File: config.mk
export PLATFORM = sky130hd
export DESIGN_NAME = autotype_sequencer
export DESIGN_NICKNAME = d
export VERILOG_FILES = /design/src/rtl/autotype_sequencer.sv
export SDC_FILE = /design/constraint.sdc
export NUM_CORES = 1
export LEC_CHECK = 0
export ABC_CLOCK_PERIOD_IN_PS = 4500
export BUFFER_PORTS_ARGS = -buffer_cell sky130_fd_sc_hd__clkbuf_2
export CAP_MARGIN = 20
export CORE_MARGIN = 4
export CORE_UTILIZATION = 30
export CTS_CLUSTER_DIAMETER = 30
export CTS_CLUSTER_SIZE = 14
export DETAILED_ROUTE_END_ITERATION = 16
export HOLD_SLACK_MARGIN = 0.05
export REMOVE_ABC_BUFFERS = 1
export SKIP_LAST_GASP = 1
export SLEW_MARGIN = 30
export SYNTH_ARGS = -nofsm -noshare
export SYNTH_HDL_FRONTEND = slang
export SYNTH_SLANG_ARGS = --single-unit
File: constraint.sdc
create_clock -name clk -period 4.5 [get_ports clk]
set_input_delay 0.675 -clock clk [delete_from_list [all_inputs] [get_ports clk]]
set_output_delay 0.675 -clock clk [all_outputs]
set_load 0.03 [all_outputs]
File: src/rtl/autotype_sequencer.sv
// autotype_sequencer: boot-time keystroke and reset injector.
// Steps through a table of key patterns at a fixed step period, asserts the
// core reset during the first steps, and merges synchronised physical buttons
// into the same outputs. A fresh button press hands control to the user.
module autotype_sequencer #(
    parameter int n_keys       = 3,
    parameter int n_steps      = 16,
    parameter int step_cycles  = 8388608,
    parameter int press_cycles = 8388608,
    parameter int reset_steps  = 2,
    parameter logic [n_steps*n_keys-1:0] seq = 48'h000_0c0_010_104,
    parameter bit autostart    = 1'b1,
    parameter bit loop         = 1'b0,
    localparam int step_w      = (n_steps > 1) ? $clog2(n_steps) : 1
) (
    input  logic                clk,
    input  logic                reset,
    input  logic                start,
    input  logic                abort,
    input  logic                btn_reset,
    input  logic [n_keys-1:0]   btn_keys,
    output logic                cpu_reset,
    output logic [n_keys-1:0]   keys,
    output logic                busy,
    output logic [step_w-1:0]   step
);

    localparam int cyc_w   = $clog2(step_cycles);
    localparam int btn_w   = n_keys + 1;

    // Terminal counts sized to the counters; limits compared at 32 bits so
    // that press_cycles == step_cycles == 2^k still compares correctly.
    localparam logic [cyc_w-1:0]  cyc_last  = cyc_w'(step_cycles - 1);
    localparam logic [step_w-1:0] step_last = step_w'(n_steps - 1);
    localparam logic [31:0]       press_lim = 32'(press_cycles);
    localparam logic [31:0]       reset_lim = 32'(reset_steps);

    typedef enum logic [1:0] {
        IDLE = 2'd0,
        RUN  = 2'd1,
        DONE = 2'd2
    } state_t;

    state_t              state_q, state_n;
    logic [cyc_w-1:0]    cyc_q, cyc_n;
    logic [step_w-1:0]   step_q, step_n;

    logic [btn_w-1:0]    btn_meta, btn_sync, btn_prev;
    logic                btn_reset_s;
    logic [n_keys-1:0]   btn_keys_s;
    logic                takeover;
    logic                run_cur;
    logic                in_press;
    logic                in_reset_phase;

    logic [n_keys-1:0]   pattern [n_steps];

    // Unpack the flat script table into one pattern per step.
    for (genvar k = 0; k < n_steps; k++) begin : g_pattern
        assign pattern[k] = seq[k*n_keys +: n_keys];
    end

    // Two-flop synchroniser for the buttons plus a history flop for edges.
    always_ff @(posedge clk) begin
        if (reset) begin
            btn_meta <= '0;
            btn_sync <= '0;
            btn_prev <= '0;
        end else begin
            btn_meta <= {btn_reset, btn_keys};
            btn_sync <= btn_meta;
            btn_prev <= btn_sync;
        end
    end

    assign btn_reset_s    = btn_sync[n_keys];
    assign btn_keys_s     = btn_sync[n_keys-1:0];
    assign takeover       = |(btn_sync & ~btn_prev);
    assign run_cur        = (state_q == RUN);
    assign in_press       = (32'(cyc_q) < press_lim);
    assign in_reset_phase = (32'(step_q) < reset_lim);

    // State and counter registers; reset lands in the autostart state.
    always_ff @(posedge clk) begin
        if (reset) begin
            if (autostart) begin
                state_q <= RUN;
            end else begin
                state_q <= IDLE;
            end
            cyc_q  <= '0;
            step_q <= '0;
        end else begin
            state_q <= state_n;
            cyc_q   <= cyc_n;
            step_q  <= step_n;
        end
    end

    // Next state: abort beats start, start beats a user takeover.
    always_comb begin
        state_n = state_q;
        cyc_n   = cyc_q;
        step_n  = step_q;
        if (abort) begin
            state_n = IDLE;
            cyc_n   = '0;
            step_n  = '0;
        end else if (start) begin
            state_n = RUN;
            cyc_n   = '0;
            step_n  = '0;
        end else if (run_cur && takeover) begin
            state_n = IDLE;
            cyc_n   = '0;
            step_n  = '0;
        end else if (run_cur) begin
            if (cyc_q == cyc_last) begin
                cyc_n = '0;
                if (step_q == step_last) begin
                    step_n = '0;
                    if (!loop) begin
                        state_n = DONE;
                    end
                end else begin
                    step_n = step_q + 1'b1;
                end
            end else begin
                cyc_n = cyc_q + 1'b1;
            end
        end
    end

    // Registered outputs derived from the current state and the buttons.
    always_ff @(posedge clk) begin
        if (reset) begin
            cpu_reset <= 1'b0;
            keys      <= '0;
            busy      <= 1'b0;
            step      <= '0;
        end else begin
            cpu_reset <= (run_cur && in_reset_phase) | btn_reset_s;
            keys      <= ((run_cur && in_press) ? pattern[step_q] : '0) | btn_keys_s;
            busy      <= run_cur;
            step      <= step_q;
        end
    end

endmodule

==> metrics.txt <==
Site Rows=29; area leader, netlist=dfxtp_1; layout net count=248; Post-Syn Area=2030 µm²; WL final=3640 µm; FMAX=403 MHz; Synth top area share=0.492; Slew Limit Fails=0; area delta synth->final=11.9%; Max clock buf depth=2; Remaining DRCs=0; CP Launch Type=flop; critical path's slowest cell=o211ai_2; vias in the first global route=1495; I/O Buffers=16; Cells after DPL=306; global-route wire length before repair=6530 µm; Leak=0.744 nW; Pre-antenna DRT Iters=4; data required time of the worst path=4650 ps; max incr delay on CP=770 ps; worst min path class=reg -> reg; share of layout cells above drive strength 1=0.165; Setup Buffers After CTS=0; Root Driver=clkbuf_8; largest net degree at the start of global routing=21; Mapped Cells=220; Post-Layout Cell Count=314; DP Area=2180 µm²; Top Family by Delay on Critical Path=simple AND/OR/NAND/NOR gates; Post-synth EDFFs=0; period utilisation layout=0.551; clock sink count=50; fin area=2280 µm²; synth top area cells=dfxtp_1, nor2b_1, xnor2_1; Max Fanout on Critical Path=19; post-synthesis average cell area=9.24 µm²; Chip Width=90.3 µm; Worst-Margin Slew=884 ps; htree depth=2; initial core utilization=0.315; DR iter-0 viols=90; Max Cap Viol=0; critical path endpoint category=flop; synth unique cells=35; Placeable Area=6460 µm²; Hold Buf Count CTS=0; Final Util=0.352; clock latency on the worst-skew pair=300 ps; crit-path cells=ha_1 -> nand3b_1 -> or3_2 -> o211ai_2 -> nor2_1; DIE AREA=8160 µm²; Final Hold Slack=445 ps; worst clock skew=7.95 ps; slew margin rel.=0.409; Place WS=2060 ps; register area share after synthesis=0.492; Async SR Flop Fraction=0; Setup TNS Final=0 ps; Ports=17; PwrDens=333 nW/µm²; Synth Flop Type=dfxtp_1; flops & latches, synth=50; r2r setup slk=2020 ps; DP Wirelength=2550 µm; total congestion overflow=0; VDD IR max=0.000102 V; YS warnings=0; crit path time final=2480 ps; RSZ-0062 raised after global routing=false; initial antenna violation count=0; antenna viol nets, final=0; worst path bufs/invs=0; via count=1517; Die Ht=90.3 µm; Fin. Hold Viols=0; gr usage total=0.0945; CTS Buf Count=5; post_cts resized=0; overall power=0.758 mW; CTS tree=done; # setup viols final=0; gpl congestion=0.737; Crit Path Category=reg -> reg; n_diodes=0; setup ws final=2020 ps; DR WL/cell=11.6 µm; status=completed; Vias per Instance=4.83; critical path data arrival time=2630 ps; clock transition at the registers of the reported paths=90 ps
state kept, by name (all words and copies together), names as in the netlist:
register   flops
step           4
state_q        2
busy           1
cpu_reset      1
step_q         4
btn_sync       4
btn_meta       4
keys           3
btn_prev       4
cyc_q         23
cell usage after synthesis (2+ instances only):
cell type and n:
a211oi_1 2, a21oi_1 14, buf_2 5, clkbuf_1 2
dfxtp_1 50, ha_1 4, inv_1 11, nand2_1 9
nand2b_1 5, nand3_1 8, nand3b_1 2, nand4_1 6
nor2_1 19, nor2b_1 14, nor3_1 5, nor4_1 4
o21ai_0 12, o21bai_1 2, o31ai_1 4, or2_2 3
or3_1 6, or3_2 5, or4_1 6, xnor2_1 9
xor2_1 3
layout by cell type, fill, tap and decap left out, drive strengths merged, types with 5 or more instances in the layout:
master  netlist  final
o21ai        12     12
nor2         19     19
xnor2         9      9
nor3          5      5
a21oi        14     14
nand3         8      8
clkbuf        2     22
dfxtp        50     50
nand2        10     10
nand2b        5      5
nor2b        14     14
or3          11     11
or4           8      8
nand4         7      7
inv          11     12
power breakdown:
part	switching [mW]	total (mW)	internal, mW
combinational	0.0205	0.0316	0.0111
sequential	0.00315	0.454	0.450
clock	0.147	0.273	0.127
kinds of logic (layout without fill, tap and decap cells):
logic type	after synthesis	after routing	share of synthesized area
AO/OA/AOI/OAI	38	38	0.114
XOR/XNOR	12	12	0.0517
adder cells (fa/ha/maj)	4	4	0.0246
buffers and inverters	18	35	0.0363
flip-flops	50	50	0.492
AND/OR/NAND/NOR	98	98	0.281
final timing paths:
check | from | endpoint | cells after the start
worst max-delay path | cyc_q[0] | cyc_q[6] | 5
worst min-delay path | btn_meta[0] | btn_sync[0] | 1
worst max register to register | cyc_q[0] | cyc_q[6] | 5
worst min register to register | btn_meta[0] | btn_sync[0] | 1
layer usage:
layer / vias up / GRT usage / part of all wire
met5: - / 0 / 0
met4: 0 / 0.0357 / 0.014
met3: 5 / 0.0225 / 0.026
met2: 12 / 0.158 / 0.46
met1: 701 / 0.118 / 0.50
li1: 799 / - / -
final cells by class:
cell class,count,area [µm²]
Sequential cell,50,1000
Clock inverter,2,16.3
Tap cell,77,96.3
Timing Repair Buffer,16,80.1
Clock buffer,6,82.6
Fill cell,657,4180
Inverter,11,41.3
Multi-Input combinational cell,152,958
Power figures use the tool's default switching activity.
